$ cat config.mk
export PLATFORM = sky130hd
export DESIGN_NAME = i2c_codec_responder_flat
export DESIGN_NICKNAME = d
export VERILOG_FILES = /design/src/rtl/i2c_codec_responder_if.sv /design/src/rtl/i2c_codec_responder.sv /design/src/flat_wrapper.sv
export SDC_FILE = /design/constraint.sdc
export NUM_CORES = 1
export LEC_CHECK = 0
export BUFFER_PORTS_ARGS = -buffer_cell sky130_fd_sc_hd__clkbuf_2
export CAP_MARGIN = 20
export CORE_MARGIN = 4
export CORE_UTILIZATION = 55
export DETAILED_ROUTE_END_ITERATION = 10
export PLACE_DENSITY = 0.8
export SYNTH_ARGS = -nofsm -noshare
export SYNTH_HDL_FRONTEND = slang
export SYNTH_SLANG_ARGS = --single-unit
$ cat constraint.sdc
create_clock -name i_clk -period 4.1 [get_ports i_clk]
set_input_delay 0.82 -clock i_clk [delete_from_list [all_inputs] [get_ports i_clk]]
set_output_delay 0.82 -clock i_clk [all_outputs]
set_load 0.02 [all_outputs]
$ cat src/rtl/i2c_codec_responder_if.sv
// Bus bundle for the codec-side I2C responder: pins from the I2C bus plus the
// register-write observation outputs.
interface i2c_codec_responder_if #(
   parameter int NREG = 11
);
   logic              i_scl;
   logic              i_sda;
   logic              o_sda_oe;
   logic              o_wr_valid;
   logic [6:0]        o_wr_addr;
   logic [8:0]        o_wr_data;
   logic [NREG*9-1:0] o_regs;
   logic [7:0]        o_nwrites;
   logic [2:0]        o_state;

   modport slave (
      input  i_scl, i_sda,
      output o_sda_oe, o_wr_valid, o_wr_addr, o_wr_data, o_regs, o_nwrites, o_state
   );

   modport master (
      output i_scl, i_sda,
      input  o_sda_oe, o_wr_valid, o_wr_addr, o_wr_data, o_regs, o_nwrites, o_state
   );
endinterface

$ cat src/rtl/i2c_codec_responder.sv
// WM8731-style write-only I2C control port: oversampled SCL/SDA, open-drain ACK,
// 2-byte 9-bit register writes into a small register file.
module i2c_codec_responder #(
   parameter logic [6:0] DEV_ADDR = 7'h1A,
   parameter int         NREG     = 11,
   parameter int         SYNC     = 2
) (
   input  logic                  i_clk,
   input  logic                  i_rst,
   i2c_codec_responder_if.slave  bus
);
   typedef enum logic [2:0] {
      S_IDLE      = 3'd0,
      S_ADDR      = 3'd1,
      S_ACK       = 3'd2,
      S_BYTE1     = 3'd3,
      S_BYTE2     = 3'd4,
      S_WAIT_STOP = 3'd5
   } state_t;

   localparam logic [6:0] REG_CLEAR = 7'd15;

   state_t            state_q, state_d;
   state_t            ack_next_q, ack_next_d;
   logic              ack_drive_q, ack_drive_d;
   logic [2:0]        bit_cnt_q, bit_cnt_d;
   logic [6:0]        shift_q, shift_d;
   logic [6:0]        reg_q, reg_d;
   logic              d8_q, d8_d;
   logic              wr_valid_q, wr_valid_d;
   logic [6:0]        wr_addr_q, wr_addr_d;
   logic [8:0]        wr_data_q, wr_data_d;
   logic [7:0]        nwrites_q, nwrites_d;
   logic [8:0]        regs_q [NREG];
   logic [8:0]        regs_d [NREG];
   logic [SYNC-1:0]   scl_sync_q, scl_sync_d;
   logic [SYNC-1:0]   sda_sync_q, sda_sync_d;
   logic              scl_hist_q, sda_hist_q;

   logic scl_s, sda_s;
   logic scl_rise, scl_fall, start_det, stop_det;
   logic last_bit;
   logic [7:0] rx_byte;

   // Edges are judged between the synchronized sample and one older sample.
   assign scl_sync_d = {scl_sync_q[SYNC-2:0], bus.i_scl};
   assign sda_sync_d = {sda_sync_q[SYNC-2:0], bus.i_sda};
   assign scl_s      = scl_sync_q[SYNC-1];
   assign sda_s      = sda_sync_q[SYNC-1];
   assign scl_rise   = scl_s & ~scl_hist_q;
   assign scl_fall   = ~scl_s & scl_hist_q;
   assign start_det  = scl_s & scl_hist_q & sda_hist_q & ~sda_s;
   assign stop_det   = scl_s & scl_hist_q & ~sda_hist_q & sda_s;
   assign last_bit   = scl_rise & (bit_cnt_q == 3'd7);
   assign rx_byte    = {shift_q, sda_s};

   always_ff @(posedge i_clk) begin
      if (i_rst) begin
         state_q     <= S_IDLE;
         ack_next_q  <= S_IDLE;
         ack_drive_q <= 1'b0;
         bit_cnt_q   <= 3'd0;
         shift_q     <= 7'd0;
         reg_q       <= 7'd0;
         d8_q        <= 1'b0;
         wr_valid_q  <= 1'b0;
         wr_addr_q   <= 7'd0;
         wr_data_q   <= 9'd0;
         nwrites_q   <= 8'd0;
         scl_sync_q  <= '1;
         sda_sync_q  <= '1;
         scl_hist_q  <= 1'b1;
         sda_hist_q  <= 1'b1;
         for (int k = 0; k < NREG; k++) regs_q[k] <= 9'd0;
      end else begin
         state_q     <= state_d;
         ack_next_q  <= ack_next_d;
         ack_drive_q <= ack_drive_d;
         bit_cnt_q   <= bit_cnt_d;
         shift_q     <= shift_d;
         reg_q       <= reg_d;
         d8_q        <= d8_d;
         wr_valid_q  <= wr_valid_d;
         wr_addr_q   <= wr_addr_d;
         wr_data_q   <= wr_data_d;
         nwrites_q   <= nwrites_d;
         scl_sync_q  <= scl_sync_d;
         sda_sync_q  <= sda_sync_d;
         scl_hist_q  <= scl_s;
         sda_hist_q  <= sda_s;
         for (int k = 0; k < NREG; k++) regs_q[k] <= regs_d[k];
      end
   end

   always_comb begin
      state_d    = state_q;
      ack_next_d = ack_next_q;
      if (start_det) begin
         state_d = S_ADDR;
      end else if (stop_det) begin
         state_d = S_IDLE;
      end else begin
         case (state_q)
            S_ADDR: begin
               if (last_bit) begin
                  if (rx_byte == {DEV_ADDR, 1'b0}) begin
                     state_d    = S_ACK;
                     ack_next_d = S_BYTE1;
                  end else begin
                     state_d = S_WAIT_STOP;
                  end
               end
            end
            S_BYTE1: begin
               if (last_bit) begin
                  state_d    = S_ACK;
                  ack_next_d = S_BYTE2;
               end
            end
            S_BYTE2: begin
               if (last_bit) begin
                  state_d    = S_ACK;
                  ack_next_d = S_WAIT_STOP;
               end
            end
            S_ACK: begin
               if (scl_fall && ack_drive_q) state_d = ack_next_q;
            end
            default: ;
         endcase
      end
   end

   always_comb begin
      ack_drive_d = ack_drive_q;
      bit_cnt_d   = bit_cnt_q;
      shift_d     = shift_q;
      reg_d       = reg_q;
      d8_d        = d8_q;
      wr_valid_d  = 1'b0;
      wr_addr_d   = wr_addr_q;
      wr_data_d   = wr_data_q;
      nwrites_d   = nwrites_q;
      for (int k = 0; k < NREG; k++) regs_d[k] = regs_q[k];

      if (start_det || stop_det) begin
         bit_cnt_d   = 3'd0;
         ack_drive_d = 1'b0;
      end else begin
         case (state_q)
            S_ADDR, S_BYTE1, S_BYTE2, S_WAIT_STOP: begin
               if (scl_rise) begin
                  shift_d   = rx_byte[6:0];
                  bit_cnt_d = bit_cnt_q + 3'd1;
               end
               if (last_bit && state_q == S_BYTE1) begin
                  reg_d = rx_byte[7:1];
                  d8_d  = rx_byte[0];
               end
               if (last_bit && state_q == S_BYTE2) begin
                  wr_valid_d = 1'b1;
                  wr_addr_d  = reg_q;
                  wr_data_d  = {d8_q, rx_byte};
                  if (nwrites_q != 8'hFF) nwrites_d = nwrites_q + 8'd1;
                  if (reg_q == REG_CLEAR) begin
                     for (int k = 0; k < NREG; k++) regs_d[k] = 9'd0;
                  end else begin
                     for (int k = 0; k < NREG; k++)
                        if (reg_q == 7'(k)) regs_d[k] = {d8_q, rx_byte};
                  end
               end
            end
            S_ACK: begin
               // First falling edge starts the low pulse, the second ends it.
               if (scl_fall) ack_drive_d = ~ack_drive_q;
            end
            default: ;
         endcase
      end
   end

   // Combinational gate so a START/STOP inside the ACK slot lets go of SDA at once.
   assign bus.o_sda_oe   = (state_q == S_ACK) & ack_drive_q & ~start_det & ~stop_det;
   assign bus.o_wr_valid = wr_valid_q;
   assign bus.o_wr_addr  = wr_addr_q;
   assign bus.o_wr_data  = wr_data_q;
   assign bus.o_nwrites  = nwrites_q;
   assign bus.o_state    = state_q;

   genvar gi;
   generate
      for (gi = 0; gi < NREG; gi++) begin : g_regs
         assign bus.o_regs[9*gi +: 9] = regs_q[gi];
      end
   endgenerate
endmodule

$ cat src/flat_wrapper.sv
// flat-port wrapper written by rule: the top's interface ports become plain ports
module i2c_codec_responder_flat 
#(
   parameter logic [6:0] DEV_ADDR = 7'h1A,
   parameter int         NREG     = 11,
   parameter int         SYNC     = 2
)
  (i_clk, i_rst, bus_i_scl, bus_i_sda, bus_o_sda_oe, bus_o_wr_valid, bus_o_wr_addr, bus_o_wr_data, bus_o_regs, bus_o_nwrites, bus_o_state);
  i2c_codec_responder_if #(.NREG(NREG)) bus_i ();
  input  logic i_clk;
  input  logic i_rst;
  input wire logic [$bits(bus_i.i_scl)-1:0] bus_i_scl;
  input wire logic [$bits(bus_i.i_sda)-1:0] bus_i_sda;
  output wire logic [$bits(bus_i.o_sda_oe)-1:0] bus_o_sda_oe;
  output wire logic [$bits(bus_i.o_wr_valid)-1:0] bus_o_wr_valid;
  output wire logic [$bits(bus_i.o_wr_addr)-1:0] bus_o_wr_addr;
  output wire logic [$bits(bus_i.o_wr_data)-1:0] bus_o_wr_data;
  output wire logic [$bits(bus_i.o_regs)-1:0] bus_o_regs;
  output wire logic [$bits(bus_i.o_nwrites)-1:0] bus_o_nwrites;
  output wire logic [$bits(bus_i.o_state)-1:0] bus_o_state;
  assign bus_i.i_scl = bus_i_scl;
  assign bus_i.i_sda = bus_i_sda;
  assign bus_o_sda_oe = bus_i.o_sda_oe;
  assign bus_o_wr_valid = bus_i.o_wr_valid;
  assign bus_o_wr_addr = bus_i.o_wr_addr;
  assign bus_o_wr_data = bus_i.o_wr_data;
  assign bus_o_regs = bus_i.o_regs;
  assign bus_o_nwrites = bus_i.o_nwrites;
  assign bus_o_state = bus_i.o_state;
  i2c_codec_responder #(.DEV_ADDR(DEV_ADDR), .NREG(NREG), .SYNC(SYNC)) u_core (.i_clk(i_clk), .i_rst(i_rst), .bus(bus_i));
endmodule
# --- Word-level counts from Yosys, hierarchy flattened ---
# Memories as Yosys holds them, arrays and structs flattened.
# Index checks and enable logic that the tools add are counted.
totals:
  regBits: 56
  in_bits: 4
  ram_bits: 99
  latch_bits: 0
  memories: 1
  rom_bits: 0
  out_inout_bits: 128
mem_list:
  columns: ["name", "words", "width", "rd", "rd_ports_with_merged_regs", "wr", "line", "text"]
  rows:
  - ["u_core.regs_q", 11, 9, 11, 0, 11, "i2c_codec_responder.sv:34", "logic [8:0] regs_q [NREG];"]
op_classes:
  n_lt_le_gt_ge: 0
  div: 0
  bitwise: 31
  add_sub_neg: 2
  reduce_logical: 22
  muxes: 42
  mul: 0
  n_eq_ne: 28
  n_shift: 0
op_table:
  columns: ["operator", "count"]
  rows:
  - ["$mux 99", 4]
  - ["$mux 9", 22]
  - ["$eq 7x3->1 const B", 4]
  - ["$eq 7x4->1 const B", 4]
  - ["$mux 3", 8]
  - ["$pmux 3 s3", 2]
  - ["$eq 7x2->1 const B", 2]
  - ["$ne 2x1->1 const B", 6]
  - ["$ne 4x1->1 const B", 3]
  - ["$reduce_and 4->1", 3]
  - ["$and 1x1->1", 11]
  - ["$or 1x1->1", 11]
  - ["$eq 3x3->1 const B", 3]
  - ["$not 1->1", 9]
  - ["$reduce_and 3->1", 3]
  - ["$add 8x1->8 const B", 1]
  - ["$eq 8x6->1 const B", 1]
  - ["$ne 8x8->1 const B", 1]
  - ["$eq 7x1->1 const B", 1]
  - ["$logic_not 7->1", 1]
  - ["$reduce_and 7->1", 1]
  - ["$eq 3x2->1 const B", 2]
  - ["$mux 1", 6]
  - ["$reduce_bool 3->1", 2]
  - ["other kinds (9)", 14]

# --- Logic depth before layout (Yosys ltp) ---
logic_depth:
  depth_word: 8
  depth_mapped: 9
  mapped_depth_nobuf: 6

# --- Worst setup path after synthesis ---
# Ideal clock, no wire load.
synth_timing:
  path_type: "reg-to-output"
  startpoint: "register u_core.state_q[1], in the netlist u_core.bus.o_state[1]"
  endpoint: "output bus_o_sda_oe"
  arrival_time_ns: 1.154
  slack_ns: 2.126
  stages_incl_launch_ff: 4
  n_path_buf: 1
  cell_sequence: "dfxtp_1 > buf_2 > nand4bb_1 > nor2_1"
synth_between:
  elab_chain_cells: 4
synth_rtl:
  columns: ["element", "line", "text"]
  rows:
  - ["start, declared", "i2c_codec_responder.sv:23", "state_t state_q, state_d;"]
  - ["start signal, assigned", "i2c_codec_responder.sv:76", "state_q <= state_d;"]
  - ["$eq 3x2->1", "i2c_codec_responder.sv:183", "assign bus.o_sda_oe = (state_q == S_ACK) & ack_drive_q & ~start_det & ~stop_det;"]
  - ["$and 1x1->1 (3 in a row)", "i2c_codec_responder.sv:183", null]
  - ["end, declared", "flat_wrapper.sv:14", "output wire logic [$bits(bus_i.o_sda_oe)-1:0] bus_o_sda_oe;"]
# Every way passes these cells.

==> results.md <==
* Syn_nets at 705
* CTS H-Tree Depth at 4
* Hold-fix buffers, CTS at 0
* #FFs+latches synth at 155
* Endpoints failing setup at 0
* Synth area leaders: dfxtp_1 49%, mux2i_1 9.9%, a21oi_1 6.1%
* Compound-cell area share of the yosys netlist at 15.3%
* Tmin final at 2.67 ns
* Unrepaired setup endpoints after global routing: false
* Antenna violations before repair at 0
* Number of synthesized flops with an enable pin at 0
* GRT Total Usage at 24.8%
* Yosys top cell by area: dfxtp_1
* Met3 wire length at about 970 um
* Max Clk Rate at between 300 and 400 MHz
* DP HPWL at 11.3 mm
* First-pass GRT wire length at between 20 and 30 mm
* Placed Area at 0.00700 mm2
* Status: complete, no violations
* XOR/XNOR share of the synthesized area at 1.10%
* Pwr Total at slightly below 3000 uW
* Main synth FF type: dfxtp_1
* Layout Nets at a little over 800
* Die width at 116 um
* Wire length on met1 at 7.04 mm
* Sum Neg Setup Slack at 0 ns
* Post-synth top area share at 48.6%
* I/O Pins at 132
* DR vias/cell at 5.89
* Synthesized instance count at 698
* Post-synth top cells: 155 x dfxtp_1, 78 x a21oi_1, 63 x mux2i_1
* CTS root buf: clkbuf_16
* Worst setup EP type: flip-flop
* Max-slew violation count at 0
* Post-CTS Repair Setup Buffers at 0
* Max Cap Viol at 0
* Peak supply drop at roughly 0.29 mV
* Layout cells sized above 1 at 23.8%
* Slew HR at between 40% and 50%
* Tcrit/Tclk final at 65.0%
* Met2 Wirelength at 8.35 mm
* Crit path kind: flip-flop to flip-flop
* Row count at 39
* Synthesized area at 0.00638 mm2
* Post-Synth Adder-Cell Area at 0.588%
* Post-Synth Simple-Gate Area at 19.6%
* Input/output buffers at 131
* Worst EP required at 4.43 ns
* # diodes at 0
* Initial core utilization at 56.1%
* Antenna Nets Post-Route at 0
* Core Box Area at 0.0114 mm2
* Num CTS Buffers at 17
* Critical Path AT at roughly 3 ns
* Die Height at 116 um
* Sink Count at 155
* CTS tree: yes
* Leakage power at 0.00316 uW
* Drt wl/cell at about 18 um
* Post-route DRC at 0
* Pwr dens at 390 mW/mm2
* Worst skew pair latency at 0.42 ns
* Reg clk slew, reported paths at about 0.06 ns
* Crit path launch type: flip-flop
* Max Root-Sink Buffers at 2
* Syn avg cell area at 9.14 um2
* Highest routed layer: met4
* Router iterations before antenna repair at 6
* Most common cell in the synthesized netlist: dfxtp_1
* Layout Cell Area excl Fill at approximately 0.0075 mm2
* Seq/Total Area, Yosys at 48.6%
* DRT Wirelength at 16.8 mm
* Routability cong. at 0.841
* Max FO, Critical Path at 48
* Vias in the first global route at 5120
* Final Skew at 0.0101 ns
* Largest net degree at the start of global routing at 94
* Distinct cell type count after synthesis at 57
* Largest family of logic cells by synthesized area: simple AND/OR/NAND/NOR gates
* Post-synthesis mux area share at 10.2%
* Total gr overflow at 0
* Async SR Flop Fraction at 0%
* Hold crit path type: flip-flop to flip-flop
* Worst Tran Pin Value at 0.823 ns
* Yosys warnings at 0
* Via count at 5588
* Violation count after the first detailed-route iteration at 637
* Total die area at 0.0134 mm2
* Area Growth Syn to Fin at 17.8%
* PostCTS Resize Cnt at 0
* Hold Violations, Final at 0
-- metrics by stage --
stage	setup slack, ns	hold WS [ns]	utilization, %	instances
6_report	1.43	0.404	66.1	949
3_3_place_gp	1.53	0.393	61.4	919
3_5_place_dp	1.45	0.392	61.5	921
5_1_grt	1.19	0.427	66.1	949
4_1_cts	1.41	0.405	66.0	947
2_1_floorplan	2.13	0.389	-	698
-- per-layer routing --
metal / vias to the layer above / track usage [%]
met4: 0 / 11.4
met1: 2674 / 30.8
met5: - / 0
met3: 41 / 4.65
li1: 2653 / -
met2: 220 / 42.1
-- placed cells by master, fill, tap and decap left out, types with 4 or more instances in the layout --
cell / n
o21a_1: 4
or2_2: 8
nand2_1: 43
nand2b_1: 39
nand4_1: 4
dfxtp_1: 155
nor2_1: 45
nand3_1: 50
o21ai_0: 57
clkbuf_16: 17
a21boi_2: 9
a21oi_1: 78
xnor2_1: 6
mux2i_1: 63
clkbuf_2: 130
nor3_1: 8
clkbuf_8: 4
and3_1: 7
buf_4: 9
-- where the power goes --
group          internal (uW)  switching (uW)  total, uW
sequential              1510            5.15       1510
clock                    814             557       1370
combinational           14.4            30.9       45.3
-- final timing paths --
check / startpoint / to / slack [ns] / cells past startpoint
hold reg to reg: u_core.sda_sync_q[0]$_SDFF_PP1_ / u_core.sda_sync_q[1]$_SDFF_PP1_ / 0.40 / 1
setup reg to reg: u_core.bit_cnt_q[1]$_SDFFE_PP0P_ / u_core.regs_q[0][83]$_SDFFE_PP0P_ / 1.43 / 7
hold / removal: u_core.sda_sync_q[0]$_SDFF_PP1_ / u_core.sda_sync_q[1]$_SDFF_PP1_ / 0.40 / 1
setup / recovery: u_core.bit_cnt_q[1]$_SDFFE_PP0P_ / u_core.regs_q[0][83]$_SDFFE_PP0P_ / 1.43 / 7
-- cell families after synthesis --
kind of cell | after synthesis
and+or+nand+nor | 237
adders and majority gates | 3
DFF | 155
muxes | 65
xor gates and xnor gates | 8
buffers and inverters | 61
AOI/OAI and AO/OA | 169
-- critical path, stage by stage (launching register included) --
cell     delay (ns)
dfxtp_1        0.37
ha_1           0.18
ha_1           0.16
and3b_1        0.27
and3_2         0.21
buf_4          0.40
nand4_1        0.64
mux2i_1        0.34
-- layout make-up --
type | count | area (um2)
inverters | 3 | 11.3
clock inverters | 3 | 17.5
well taps | 143 | 179
fillers | 919 | 3850
clock buffers | 23 | 488
multi-input cells | 482 | 2990
flip-flops and latches | 155 | 3100
repair buffers | 140 | 729
-- sequential cells by signal (all words and copies together), names as in the netlist --
register               flops
u_core.sda_sync_q          2
u_core.shift_q             7
u_core.bus.o_wr_data       9
u_core.ack_drive_q         1
u_core.bus.o_state         3
u_core.bus.o_wr_valid      1
u_core.bit_cnt_q           3
u_core.d8_q                1
u_core.sda_hist_q          1
u_core.bus.o_wr_addr       7
u_core.scl_hist_q          1
u_core.scl_sync_q          2
u_core.reg_q               7
u_core.ack_next_q          3
u_core.bus.o_nwrites       8
u_core.regs_q             99
No activity file was read; power rests on OpenSTA's default activity.
